## src/rtl/clause_array_pkg.sv

```systemverilog
// rtl/clause_array_pkg.sv - literal/value encodings and literal evaluation helper for clause_array
package clause_array_pkg;

  localparam int FIELD_W = 3;

  localparam logic [2:0] LIT_NONE = 3'd0;
  localparam logic [2:0] LIT_POS  = 3'd1;
  localparam logic [2:0] LIT_NEG  = 3'd2;

  localparam logic [1:0] VAL_FREE  = 2'b00;
  localparam logic [1:0] VAL_TRUE  = 2'b01;
  localparam logic [1:0] VAL_FALSE = 2'b10;

  typedef enum logic [1:0] {
    LS_ABSENT,
    LS_FALSE,
    LS_TRUE,
    LS_FREE
  } lit_state_e;

  // Codes 3..7 behave as an absent literal; value 2'b11 behaves as free.
  function automatic lit_state_e lit_state(input logic [2:0] lit, input logic [1:0] val);
    if (lit == LIT_NONE || lit > LIT_NEG) return LS_ABSENT;
    if (val == VAL_FREE) return LS_FREE;
    if (val == VAL_TRUE) return (lit == LIT_POS) ? LS_TRUE : LS_FALSE;
    if (val == VAL_FALSE) return (lit == LIT_POS) ? LS_FALSE : LS_TRUE;
    return LS_FREE;
  endfunction

endpackage

```

## src/rtl/clause_row.sv

```systemverilog
// rtl/clause_row.sv - one clause row: storage, empty flag, unit detection (conflict under CLAUSE_ARRAY_CONFLICT_EN)
module clause_row
  import clause_array_pkg::*;
#(
  parameter int NUM_VARS = 8,
  parameter int LEN_W    = 5
) (
  input  logic                          clk,
  input  logic                          rst,
  input  logic                          i_wr,
  input  logic [LEN_W-1:0]              i_len,
  input  logic [NUM_VARS*FIELD_W-1:0]   i_field,
  output logic                          o_empty,
  output logic [NUM_VARS-1:0]           o_unit_mask,
  output logic [1:0]                    o_unit_val
`ifdef CLAUSE_ARRAY_CONFLICT_EN
  ,
  output logic                          o_conflict
`endif
);

  logic [NUM_VARS*FIELD_W-1:0] r_lits;
  logic [LEN_W-1:0]            r_len;

  logic                        w_any_true;
  logic                        w_seen_free;
  logic                        w_multi_free;
  logic [NUM_VARS-1:0]         w_free_mask;
  logic [1:0]                  w_free_val;
  logic                        w_unit;
  lit_state_e                  w_state;

  // Row storage: reset clears the row, a strobe loads literals and length.
  always_ff @(posedge clk) begin
    if (rst) begin
      r_lits <= '0;
      r_len  <= '0;
    end else if (i_wr) begin
      r_lits <= i_field;
      r_len  <= i_len;
    end
  end

  // Evaluate every literal against the current values; track true/free literals.
  always_comb begin
    w_any_true   = 1'b0;
    w_seen_free  = 1'b0;
    w_multi_free = 1'b0;
    w_free_mask  = '0;
    w_free_val   = VAL_FREE;
    w_state      = LS_ABSENT;
    for (int v = 0; v < NUM_VARS; v++) begin
      w_state = lit_state(r_lits[v*FIELD_W +: FIELD_W], i_field[v*FIELD_W +: 2]);
      if (w_state == LS_TRUE) begin
        w_any_true = 1'b1;
      end else if (w_state == LS_FREE) begin
        if (w_seen_free) w_multi_free = 1'b1;
        w_seen_free    = 1'b1;
        w_free_mask[v] = 1'b1;
        w_free_val     = (r_lits[v*FIELD_W +: FIELD_W] == LIT_POS) ? VAL_TRUE : VAL_FALSE;
      end
    end
  end

  assign o_empty     = (r_len == '0);
  assign w_unit      = !o_empty && !w_any_true && w_seen_free && !w_multi_free;
  assign o_unit_mask = w_unit ? w_free_mask : '0;
  assign o_unit_val  = w_free_val;

`ifdef CLAUSE_ARRAY_CONFLICT_EN
  assign o_conflict  = !o_empty && !w_any_true && !w_seen_free;
`endif

endmodule

```

## src/rtl/clause_array.sv

```systemverilog
// rtl/clause_array.sv - clause storage bin with unit propagation and first-free-row index (optional CLAUSE_ARRAY_CONFLICT_EN adds conflict_o)
module clause_array
  import clause_array_pkg::*;
#(
  parameter int NUM_CLAUSES_A_BIN = 8,
  parameter int NUM_VARS_A_BIN    = 8,
  parameter int WIDTH_VAR_STATES  = 30,
  parameter int WIDTH_C_LEN       = 5
) (
  input  logic                                clk,
  input  logic                                rst,
  input  logic [NUM_CLAUSES_A_BIN-1:0]        wr_i,
  input  logic [WIDTH_C_LEN-1:0]              clause_len_i,
  input  logic [NUM_VARS_A_BIN*FIELD_W-1:0]   var_value_frombase_i,
  output logic [NUM_VARS_A_BIN*FIELD_W-1:0]   var_value_tobase_o,
  output logic [NUM_CLAUSES_A_BIN-1:0]        learntc_insert_index_o
`ifdef CLAUSE_ARRAY_CONFLICT_EN
  ,
  output logic                                conflict_o
`endif
);

  localparam int NC = NUM_CLAUSES_A_BIN;
  localparam int NV = NUM_VARS_A_BIN;

  // The base state word is only carried through; reject a degenerate configuration.
  if (WIDTH_VAR_STATES < 1) begin : g_bad_cfg
    $error("clause_array: WIDTH_VAR_STATES must be at least 1");
  end

  logic              w_prop_en;
  logic [NC-1:0]     w_empty;
  logic [NV-1:0]     w_unit_mask [NC];
  logic [1:0]        w_unit_val  [NC];
  logic [NC-1:0]     w_first_empty;
  logic [NV*FIELD_W-1:0] w_merged;
`ifdef CLAUSE_ARRAY_CONFLICT_EN
  logic [NC-1:0]     w_row_conflict;
`endif

  // Propagation results are meaningless while the shared bus carries a literal row.
  assign w_prop_en = (wr_i == '0);

  for (genvar g = 0; g < NC; g++) begin : g_row
    clause_row #(
      .NUM_VARS (NV),
      .LEN_W    (WIDTH_C_LEN)
    ) u_row (
      .clk         (clk),
      .rst         (rst),
      .i_wr        (wr_i[g]),
      .i_len       (clause_len_i),
      .i_field     (var_value_frombase_i),
      .o_empty     (w_empty[g]),
      .o_unit_mask (w_unit_mask[g]),
      .o_unit_val  (w_unit_val[g])
`ifdef CLAUSE_ARRAY_CONFLICT_EN
      ,
      .o_conflict  (w_row_conflict[g])
`endif
    );
  end

  // Priority encoder: one-hot of the lowest empty row, zero when full.
  always_comb begin
    w_first_empty = '0;
    for (int r = NC - 1; r >= 0; r--) begin
      if (w_empty[r]) begin
        w_first_empty    = '0;
        w_first_empty[r] = 1'b1;
      end
    end
  end

  // Merge: scanning rows high to low lets the lowest implying row win each variable.
  always_comb begin
    w_merged = '0;
    for (int v = 0; v < NV; v++) begin
      w_merged[v*FIELD_W +: FIELD_W] = {1'b0, var_value_frombase_i[v*FIELD_W +: 2]};
      for (int r = NC - 1; r >= 0; r--) begin
        if (w_unit_mask[r][v]) w_merged[v*FIELD_W +: FIELD_W] = {1'b1, w_unit_val[r]};
      end
    end
  end

  assign learntc_insert_index_o = w_first_empty;
  assign var_value_tobase_o     = w_prop_en ? w_merged : '0;

`ifdef CLAUSE_ARRAY_CONFLICT_EN
  assign conflict_o = w_prop_en && (|w_row_conflict);
`endif

endmodule

```

## config.mk

```make
export PLATFORM = sky130hd
export DESIGN_NAME = clause_array
export DESIGN_NICKNAME = d
export VERILOG_FILES = /design/src/rtl/clause_array_pkg.sv /design/src/rtl/clause_row.sv /design/src/rtl/clause_array.sv
export SDC_FILE = /design/constraint.sdc
export NUM_CORES = 1
export LEC_CHECK = 0
export ABC_CLOCK_PERIOD_IN_PS = 8700
export BUFFER_PORTS_ARGS = -buffer_cell sky130_fd_sc_hd__buf_2
export CAP_MARGIN = 20
export CORE_MARGIN = 2
export CORE_UTILIZATION = 30
export DETAILED_ROUTE_END_ITERATION = 8
export GPL_TIMING_DRIVEN = 0
export HOLD_SLACK_MARGIN = 0.15
export PLACE_DENSITY_LB_ADDON = 0.08
export SLEW_MARGIN = 0
export SYNTH_ARGS = -nofsm -noshare
export SYNTH_HDL_FRONTEND = slang
export SYNTH_SLANG_ARGS = --single-unit
export TNS_END_PERCENT = 30
```

## constraint.sdc

```tcl
create_clock -name clk -period 8.7 [get_ports clk]
set_input_delay 0.435 -clock clk [delete_from_list [all_inputs] [get_ports clk]]
set_output_delay 0.435 -clock clk [all_outputs]
set_load 0.05 [all_outputs]
```

; ---- Word level (Yosys, flattened, before mapping)
; Index checks and enable logic that the tools add are counted.
[op_classes]
n_lt_le_gt_ge = 64
n_eq_ne = 208
mux = 1793
n_reduce_logical = 193
[ops]
columns = op, n
row1 = $mux W2, 768
row2 = $mux W1, 944
row3 = $eq A2 B2 Y1 const B, 136
row4 = $eq A3 B1 Y1 const B, 64
row5 = $gt A3 B2 Y1 const B, 64
row6 = $logic_not A3 Y1, 64
row7 = $mux W3, 64
row8 = $mux W8, 16
row9 = $logic_or A1 B1 Y1, 64
row10 = $logic_not A5 Y1, 8
row11 = $logic_and A1 B1 Y1, 24
row12 = $logic_not A1 Y1, 24
row13 = $mux W24, 1
row14 = $eq A2 B1 Y1 const B, 8
row15 = $logic_not A2 Y1, 8
row16 = $logic_not A8 Y1, 1
[word_totals]
regBits = 232
wordCells = 2274

; ---- Logic depth before layout (Yosys ltp)
; Gate-level depths: netlist (run 1).
[logic_depth]
depth_word = 49
depth_mapped = 14
mapped_depth_nobuf = 11

; ---- By module
; A second synthesis (run 1) with hierarchy kept.
[hier_totals]
cells_unflattened = 1972
area_unflattened_um2 = 16995.0
[by_module_without_submodules]
columns = module, instances, cells_each, area_per_inst_um2, seq_area_each_um2
row1 = clause_row (g_row[0].u_row ...), 7, 217, 1944.4, 580.6
row2 = clause_row (g_row[4].u_row), 1, 202, 1811.7, 580.6
row3 = clause_array, 1, 251, 1572.8, 0.0

; ---- Worst setup path before layout (run 1)
; No wires, ideal clock.
[synth_timing]
kind = input -> output
startpoint = input port var_value_frombase_i[6]
endpoint = output port var_value_tobase_o[3]
arrival_ps = 3869
t_required_ps = 8265
path_slack_ps = 4396
cell_stages = 13
cell_sequence = buf_2 xor2_1 buf_2 nor3_1 nor4_1 a211o_1 nand3_1 and3b_1 buf_2 nand2_1 a311oi_1 o21ai_1 o32ai_1
[synth_via]
elab_chain_cells = 39
word_cells_on_any_way = 559
[synth_lines]
columns = item, line_no
row1 = from (decl), clause_array.sv:14  ; input logic [NUM_VARS_A_BIN*FIELD_W-1:0] var_value_frombase_i,
row2 = $eq A2 B2 Y1, clause_array_pkg.sv:26  ; if (val == VAL_FALSE) return (lit == LIT_POS) ? LS_FALSE : LS_TRUE;
row3 = $mux W1 (2 in a row), clause_array_pkg.sv:26
row4 = $mux W1, clause_array_pkg.sv:25  ; if (val == VAL_TRUE) return (lit == LIT_POS) ? LS_TRUE : LS_FALSE;
row5 = $mux W1, clause_array_pkg.sv:24  ; if (val == VAL_FREE) return LS_FREE;
row6 = $mux W2, clause_array_pkg.sv:27  ; return LS_FREE;
row7 = $mux W2, clause_array_pkg.sv:26
row8 = $mux W2, clause_array_pkg.sv:25
row9 = $mux W2, clause_array_pkg.sv:24
row10 = [... 16 more ...], n/a
row11 = $mux W1, clause_row.sv:56  ; end else if (w_state == LS_FREE) begin
row12 = $mux W1, clause_row.sv:54  ; if (w_state == LS_TRUE) begin
row13 = $logic_not A1 Y1, clause_row.sv:66  ; assign w_unit = !o_empty && !w_any_true && w_seen_free && !w_multi_free;
row14 = $logic_and A1 B1 Y1, clause_row.sv:66
row15 = $mux W8, clause_row.sv:67  ; assign o_unit_mask = w_unit ? w_free_mask : '0;
row16 = $mux W3 (7 in a row), clause_array.sv:81  ; if (w_unit_mask[r][v]) w_merged[v*FIELD_W +: FIELD_W] = {1'b1, w_unit_val[r]};
row17 = $mux W3 *, clause_array.sv:81
row18 = $mux W24 *, clause_array.sv:87  ; assign var_value_tobase_o = w_prop_en ? w_merged : '0;
row19 = to (decl), clause_array.sv:15  ; output logic [NUM_VARS_A_BIN*FIELD_W-1:0] var_value_tobase_o,
; Every way passes the cells marked *; elsewhere a longest branch is shown, timed or not. The select of a mux whose other input is x is not followed.

; ---- Worst setup path after layout (run 1)
[layout_timing]
startpoint = register g_row[5].u_row.r_lits[10]
endpoint = output port var_value_tobase_o[21]
[layout_via]
elab_chain_cells = 33
word_cells_on_any_way = 67
[layout_lines]
columns = item, line_no
row1 = from (decl), clause_row.sv:22  ; logic [NUM_VARS*FIELD_W-1:0] r_lits;
row2 = from (signal assigned), clause_row.sv:39  ; r_lits <= i_field;
row3 = $eq A3 B1 Y1, "clause_array_pkg.sv:25, clause_array_pkg.sv:26, clause_row.sv:60"
row4 = $mux W2 (2 in a row), clause_array_pkg.sv:25
row5 = $mux W2, clause_array_pkg.sv:26
row6 = $mux W2, clause_array_pkg.sv:27
row7 = $mux W2, clause_array_pkg.sv:26
row8 = $mux W2, clause_array_pkg.sv:25
row9 = $mux W2, clause_array_pkg.sv:24
row10 = $eq A2 B2 Y1, clause_row.sv:56
row11 = [... 11 more ...], n/a
row12 = $mux W1, clause_row.sv:57  ; if (w_seen_free) w_multi_free = 1'b1;
row13 = $mux W1, clause_row.sv:56
row14 = $mux W1, clause_row.sv:54
row15 = $logic_not A1 Y1, clause_row.sv:66
row16 = $logic_and A1 B1 Y1, clause_row.sv:66
row17 = $mux W8, clause_row.sv:67
row18 = $mux W3 * (6 in a row), clause_array.sv:81
row19 = $mux W24 *, clause_array.sv:87
; Every way passes the cells marked *; elsewhere a longest branch is shown, timed or not.

==> results of run 1 <==
report_power, final:
part / total (mW) / leakage [nW] / switching [mW] / internal (mW)
Clock: 1.29 / 0.502 / 0.516 / 0.775
Sequential: 1.20 / 1.92 / 0.0740 / 1.13
Combinational: 0.884 / 4.39 / 0.602 / 0.281
cells in the final DEF (no fill, tap or decap), types with 54 or more instances in the layout:
cell type | Yosys | routed
mux2i_1 | 237 | 237
xnor2_1 | 55 | 55
dfxtp_1 | 232 | 232
nor3_1 | 89 | 88
nor4bb_1 | 55 | 55
clkbuf_1 | 57 | 61
a31oi_1 | 56 | 56
nand2_1 | 71 | 71
buf_2 | 28 | 84
a21oi_1 | 54 | 54
nor2_1 | 318 | 318
state kept, by name, summed over array words and instances, names as in the netlist:
name	cells
g_row.u_row.r_len	40
g_row.u_row.r_lits	192
cells in the mapped netlist (7+ instances only):
cell type  count  area [µm²]
and3_1        13        81.3
or2_2          8        50.1
o22ai_1       22         138
buf_1         27         101
nor2_1       318        1190
nand4b_1       7        61.3
o21a_1         8        60.1
nand3_1       17        85.1
a31oi_1       56         350
buf_2         28         140
o21ai_0       42         210
or4_1         11        82.6
a221oi_1      12         105
nor3_1        89         445
nor2b_1       34         213
a21oi_1       54         270
o31ai_1        7        52.6
inv_1         52         195
o21bai_1      19         143
a211o_1        9        78.8
o21ai_1        8        40.0
nor4b_1       19         166
nor4_1        28         175
nor4bb_1      55         551
and2_1        19         119
xnor2_1       55         482
or3_1         18         113
clkbuf_1      57         214
mux2i_1      237        2370
nand2_1       71         267
a211oi_1      20         150
a311oi_1       7        61.3
nand2b_1      27         169
xor2_1        13         114
dfxtp_1      232        4640
layout make-up:
| type | count | area, µm² | area share, % |
|---|---|---|---|
| clock inverter | 10 | 150 | 0.876 |
| clock buffer | 41 | 862 | 5.03 |
| sequential | 232 | 4640 | 27.1 |
| inverter | 52 | 195 | 1.14 |
| buffer | 119 | 513 | 2.99 |
| tap | 664 | 831 | 4.85 |
| multi-input combinational | 1420 | 9490 | 55.4 |
| timing repair buffer | 70 | 445 | 2.60 |
metrics by stage:
stage               util [%]  setup slack [ps]  instance area [µm²]
floorplan                  -              4400                14800
finish                  35.1              2600                17100
global route            35.1              2650                17100
CTS                     35.0              2920                17100
global placement        32.6              2920                15900
detailed placement      33.0              2940                16100
worst reg2reg max path: stages (launching register included):
cell	delay, ps
dfxtp_1	510
mux2i_1	120
nor2_1	110
how the worst max path moves through the flow:
stage / from / endpoint / slack (ps) / depth (start not counted)
6_report: g_row[5].u_row.r_lits[10] / var_value_tobase_o[21] / 2600 / 12
5_1_grt: g_row[5].u_row.r_lits[10] / var_value_tobase_o[13] / 2650 / 13
4_1_cts: g_row[7].u_row.r_lits[15] / var_value_tobase_o[12] / 2920 / 13
3_5_place_dp: var_value_frombase_i[18] / var_value_tobase_o[10] / 2940 / 13
3_3_place_gp: var_value_frombase_i[1] / var_value_tobase_o[16] / 2920 / 12
2_1_floorplan: var_value_frombase_i[6] / var_value_tobase_o[3] / 4400 / 13
metal layers:
layer  GRT usage (%)  routed length (µm)  vias up
met5               0                   0        -
met4            8.04                2220        0
met3            3.42                4530      100
met2            45.0               32400      564
met1            39.7               33800     7285
li1                -                   -     6855
cell families (layout without fill, tap and decap cells):
family                     after synthesis  after routing  synth area share (%)
and+or+nand+nor                        776            776                  28.0
AOI/OAI and AO/OA                      334            334                  15.5
muxes                                  238            238                  16.1
DFF                                    232            232                  31.3
buffers and inverters                  171            292                  4.77
xor gates and xnor gates                70             70                  4.23
adders and majority gates                2              2                 0.135
==> key figures, run 1 <==
STA
  – RSZ-0062 raised after global routing: no
  – Slew margin rel.: 15.7%
  – Worst-Margin Slew: 1260 ps
  – Post-layout min period: 6100 ps
  – Setup TNS: 0 ps
  – Hold Slack: 333 ps
  – Fin. max-slew vios: 0
  – Setup Viol. Count Final: 0
  – Layout Skew: 0 ps
  – Period utilisation layout: 70.1%
  – Hold Violations, Final: 0
  – Max Clk Rate: 0.164 GHz

Critical path
  – Critical R2R Launch: g_row[1].u_row.r_lits[23]
  – CP Data Required Time: 8270 ps
  – CP Launch Type: register
  – CP max stage cell: nor3b_1
  – Delay-heaviest family, CP: compound AO/OA/AOI/OAI gates
  – Crit-path max cell delay: 850 ps
  – Worst R2R Setup Slack: 7900 ps
  – Worst setup EP type: primary output
  – CP Buf/Inv Count: 2
  – R2r endpoint: g_row[1].u_row.r_lits[23]
  – Reg2Reg Depth: 2
  – Arrival time worst endpoint: 5660 ps
  – CP Class: register to primary output
  – Cell Chain, Critical Path: nor4bb_1, o21bai_1, o2111ai_1, a2111oi_0, nor3b_1, o21a_1, buf_2, nand2_1, nand2_1, o21ai_0, a211oi_1, buf_2
  – Crit Path Max Fanout: 10

Global route
  – First-pass GRT wire length: 102000 µm
  – GRT Total Usage: 28.2%
  – Antenna violations before repair: 2
  – Total global routing overflow: 0
  – Vias in the first global route: 13698
  – Largest net degree at the start of global routing: 18

Drt
  – Antenna-violating nets left: 0
  – DR iter-0 viols: 1348
  – DR WL/cell: 28.0 µm
  – Drt drc: 0
  – Vias per cell: 5.68
  – Detailed Routing Iterations Pass 1: 6
  – Total Routed Length: 73000 µm
  – Vias: 14804

Clocking
  – Clock Path Buffers: 3
  – Worst skew pair latency: 610 ps
  – CTS hold repair buffers: 0
  – Worst-path clk slew: 60 ps
  – Sink Count: 232
  – Clk root buf: clkbuf_16
  – CTS tree: yes
  – H-tree Lvls: 1
  – TritonCTS Buffers: 30
  – # Post-CTS Setup Buffers: 0
  – Post_cts resized: 0

Placed design
  – Routability Congestion: 0.977
  – Port buffer count: 53
  – Detail Placement HPWL: 57100 µm
  – DP Cell Count: 2555

Power
  – Pwr dens: 197 nW/µm²
  – Power Total: 3.38 mW
  – Worst vdd ir: 134 µV
  – Static Leak: 6.80 nW

Floorplanning
  – # IOs: 71
  – Row count: 81
  – Starting Density: 30.4%
  – Die Footprint: 51200 µm²
  – Die Span Y: 226 µm
  – Die Wd: 226 µm
  – Core footprint: 48800 µm²

Synth
  – Top FF cell, synth: dfxtp_1
  – Post-Syn Area per Cell: 8.14 µm²
  – Mapped Cells: 1823
  – Synthesized cell area: 14800 µm²
  – Yosys cell types: 88
  – Post-synth EDFFs: 0
  – Number of synthesized register bits: 232
  – Synth warn: 0
  – Seq/Total Area, Yosys: 31.3%
  – Syn Nets: 1862
  – Post-synth ARST share: 0%

Hold path
  – Hold endpoint: g_row[2].u_row.r_len[0]
  – Worst Hold Launch: clause_len_i[0]
  – Worst Hold Depth: 3
  – Hold Crit Class: input port to register

Run status
  – Outcome: finished, final reports clean

Job
  – Max_cap viols: 0

Layout
  – Non-filler instance count after layout: 2608
  – Synth-to-layout area growth: 15.5%
  – Filler cells: 5186
  – Layout cell share with drive strength beyond 1: 9.83%
  – ANT cells: 0
  – Nets: 1964
(Power assumes the default switching activity.)
==> run 2: changes to the inputs <==
--- a/config.mk
+++ b/config.mk
@@ -5,7 +5,7 @@
 export SDC_FILE = /design/constraint.sdc
 export NUM_CORES = 1
 export LEC_CHECK = 0
-export ABC_CLOCK_PERIOD_IN_PS = 8700
+export ABC_CLOCK_PERIOD_IN_PS = 5300
 export BUFFER_PORTS_ARGS = -buffer_cell sky130_fd_sc_hd__buf_2
 export CAP_MARGIN = 20
 export CORE_MARGIN = 2
==> constraint.sdc (replaced) <==
create_clock -name clk -period 5.3 [get_ports clk]
set_input_delay 0.265 -clock clk [delete_from_list [all_inputs] [get_ports clk]]
set_output_delay 0.265 -clock clk [all_outputs]
set_load 0.05 [all_outputs]
==> key figures, run 2 (synthesis gave the netlist of run 1 again) <==
Floorplanning
  – Starting Density: 30.4% (unchanged)
  – Die Span Y: 226 µm (unchanged)
  – Core footprint: 48800 µm² (unchanged)
  – # IOs: 71 (unchanged)
  – Row count: 81 (unchanged)
  – Die Wd: 226 µm (unchanged)
  – Die Footprint: 51200 µm² (unchanged)

Clocking
  – CTS tree: yes
  – Worst-path clk slew: 60 ps (about the same)
  – # Post-CTS Setup Buffers: 0 (unchanged)
  – CTS hold repair buffers: 0 (unchanged)
  – H-tree Lvls: 1 (unchanged)
  – Clock Path Buffers: 3 (unchanged)
  – Sink Count: 232 (unchanged)
  – Clk root buf: clkbuf_16
  – Worst skew pair latency: 610 ps (about the same)
  – Post_cts resized: 5 (+5)
  – TritonCTS Buffers: 30 (unchanged)

STA
  – Fin. max-slew vios: 0 (unchanged)
  – Post-layout min period: 5220 ps
  – Slew margin rel.: 17.4% (+1.7 points)
  – Layout Skew: 0 ps (unchanged)
  – Period utilisation layout: 98.4%
  – Worst-Margin Slew: 1230 ps (-31.1 ps)
  – Setup TNS: 0 ps (unchanged)
  – Max Clk Rate: 0.192 GHz
  – Setup Viol. Count Final: 0 (unchanged)
  – Hold Slack: 162 ps (-171 ps)
  – RSZ-0062 raised after global routing: no
  – Hold Violations, Final: 0 (unchanged)

Critical path
  – Arrival time worst endpoint: 4950 ps (-710 ps)
  – Reg2Reg Depth: 2 (unchanged)
  – Critical R2R Launch: g_row[1].u_row.r_lits[23]
  – CP Capture Point: var_value_tobase_o[13]
  – Crit-path max cell delay: 480 ps (-370 ps)
  – Cell Chain, Critical Path: nor4bb_1, o21bai_2, o2111ai_1, a2111oi_0, nor3b_4, o21a_1, buf_2, a2bb2oi_1, a221oi_1, o31a_1, o21ai_1, a21oi_1, buf_2
  – CP Launch Point: g_row[5].u_row.r_lits[10]
  – Worst R2R Setup Slack: 4490 ps (-3410 ps)
  – CP Data Required Time: 5040 ps (-3230 ps)
  – CP max stage cell: a2111oi_0
  – Worst setup EP type: primary output
  – CP Class: register to primary output
  – Crit Path Max Fanout: 10 (unchanged)
  – Top cell by count, worst path: buf_2
  – CP Launch Type: register
  – R2r endpoint: g_row[1].u_row.r_lits[23]

Layout
  – Synth-to-layout area growth: 16.0%
  – ANT cells: 0 (unchanged)
  – Number of flip-flops in the largest register: 192 (unchanged)
  – Biggest registers after layout: g_row.u_row.r_lits: 192 flops, g_row.u_row.r_len: 40 flops
  – Largest Register: g_row.u_row.r_lits
  – Core Util, Final: 35.2% (+0.13 points)
  – Most frequent cells in the layout: nor2_1, mux2i_1, dfxtp_1
  – Nets: 1964 (unchanged)
  – Most common cell after layout, fill and taps aside: nor2_1
  – Layout cell share with drive strength beyond 1: 10.3% (+0.51 points)

Power
  – Pwr dens: 323 nW/µm² (+64%)
  – Worst vdd ir: 220 µV (+65%)
  – Static Leak: 6.82 nW (+0.20%)
  – Power Total: 5.55 mW (+64%)

Placed design
  – Routability Congestion: 0.977 (unchanged)
  – Detail Placement HPWL: 57100 µm (unchanged)
  – Port buffer count: 53 (unchanged)

Drt
  – Vias: 14810 (+0.041%)
  – Total Routed Length: 73100 µm (+0.16%)
  – Detailed Routing Iterations Pass 1: 8 (+2)
  – DR WL/cell: 28.0 µm (+0.16%)
  – Antenna-violating nets left: 0 (unchanged)
  – Drt drc: 0 (unchanged)
  – Vias per cell: 5.68 (about the same)
  – DR iter-0 viols: 1444 (+7.1%)

Job
  – Max_cap viols: 0 (unchanged)

Global route
  – Largest net degree at the start of global routing: 18 (unchanged)
  – First-pass GRT wire length: 102000 µm (about the same)
  – Vias in the first global route: 13720 (+0.16%)
  – GRT Total Usage: 28.2% (about the same)
  – Antenna violations before repair: 1 (-1)
  – Total global routing overflow: 0 (unchanged)

Run status
  – Outcome: finished, final reports clean

Hold path
  – Hold Crit Class: input port to register
[run 2: cell counts in the layout (fill, tap and decap cells not counted)]
Identical to the previous run, type by type.
[run 2: layout make-up]
class                      count  area (µm²)
fill                        5182       31700
tap                          664         831
clock inverter                10         150
multi-input combinational   1420        9560
buffer                       119         513
sequential                   232        4640
inverter                      52         195
timing repair buffer          70         445
clock buffer                  41         862
[run 2: worst min-delay path by stage]
stage / start / endpoint / slack, ps / cells past startpoint
floorplan: g_row[0].u_row.r_len[1] / g_row[0].u_row.r_len[1] / 450 / 2
global placement: g_row[0].u_row.r_len[3] / g_row[0].u_row.r_len[3] / 470 / 2
detailed placement: g_row[2].u_row.r_len[2] / g_row[2].u_row.r_len[2] / 480 / 2
CTS: clause_len_i[4] / g_row[4].u_row.r_len[4] / 150 / 3
global route: clause_len_i[3] / g_row[5].u_row.r_len[3] / 190 / 3
finish: clause_len_i[0] / g_row[2].u_row.r_len[0] / 160 / 3
[run 2: worst max-delay path, delay by kind of cell (launching register included)]
kind | cells | cell delay, ps
AND/OR/NAND/NOR | 2 | 600
AO/OA/AOI/OAI | 9 | 2680
flip-flops | 1 | 350
buffers and inverters | 2 | 720
[run 2: stage by stage]
stage          area (µm²)  std cells  setup slack (ps)
2_1_floorplan       14800       1823              1340
3_3_place_gp        15900       2540              -138
3_5_place_dp        16100       2555              -117
4_1_cts             17100       2606              38.5
5_1_grt             17200       2608              32.0
6_report            17200       2608              85.0
[run 2: where the power goes]
group          internal [mW]  switching, mW  leakage [nW]
clock network           1.27          0.837         0.502
registers               1.85          0.122          1.92
logic                  0.468          0.999          4.40
total                   3.59           1.96          6.82
[run 2: layer usage]
| layer | vias up | wire (µm) | track usage, % |
|---|---|---|---|
| met5 | - | 0 | 0 |
| met4 | 0 | 2240 | 8.04 |
| met3 | 102 | 4050 | 3.42 |
| met2 | 507 | 32400 | 45.0 |
| met1 | 7345 | 34400 | 39.7 |
| li1 | 6856 | - | - |
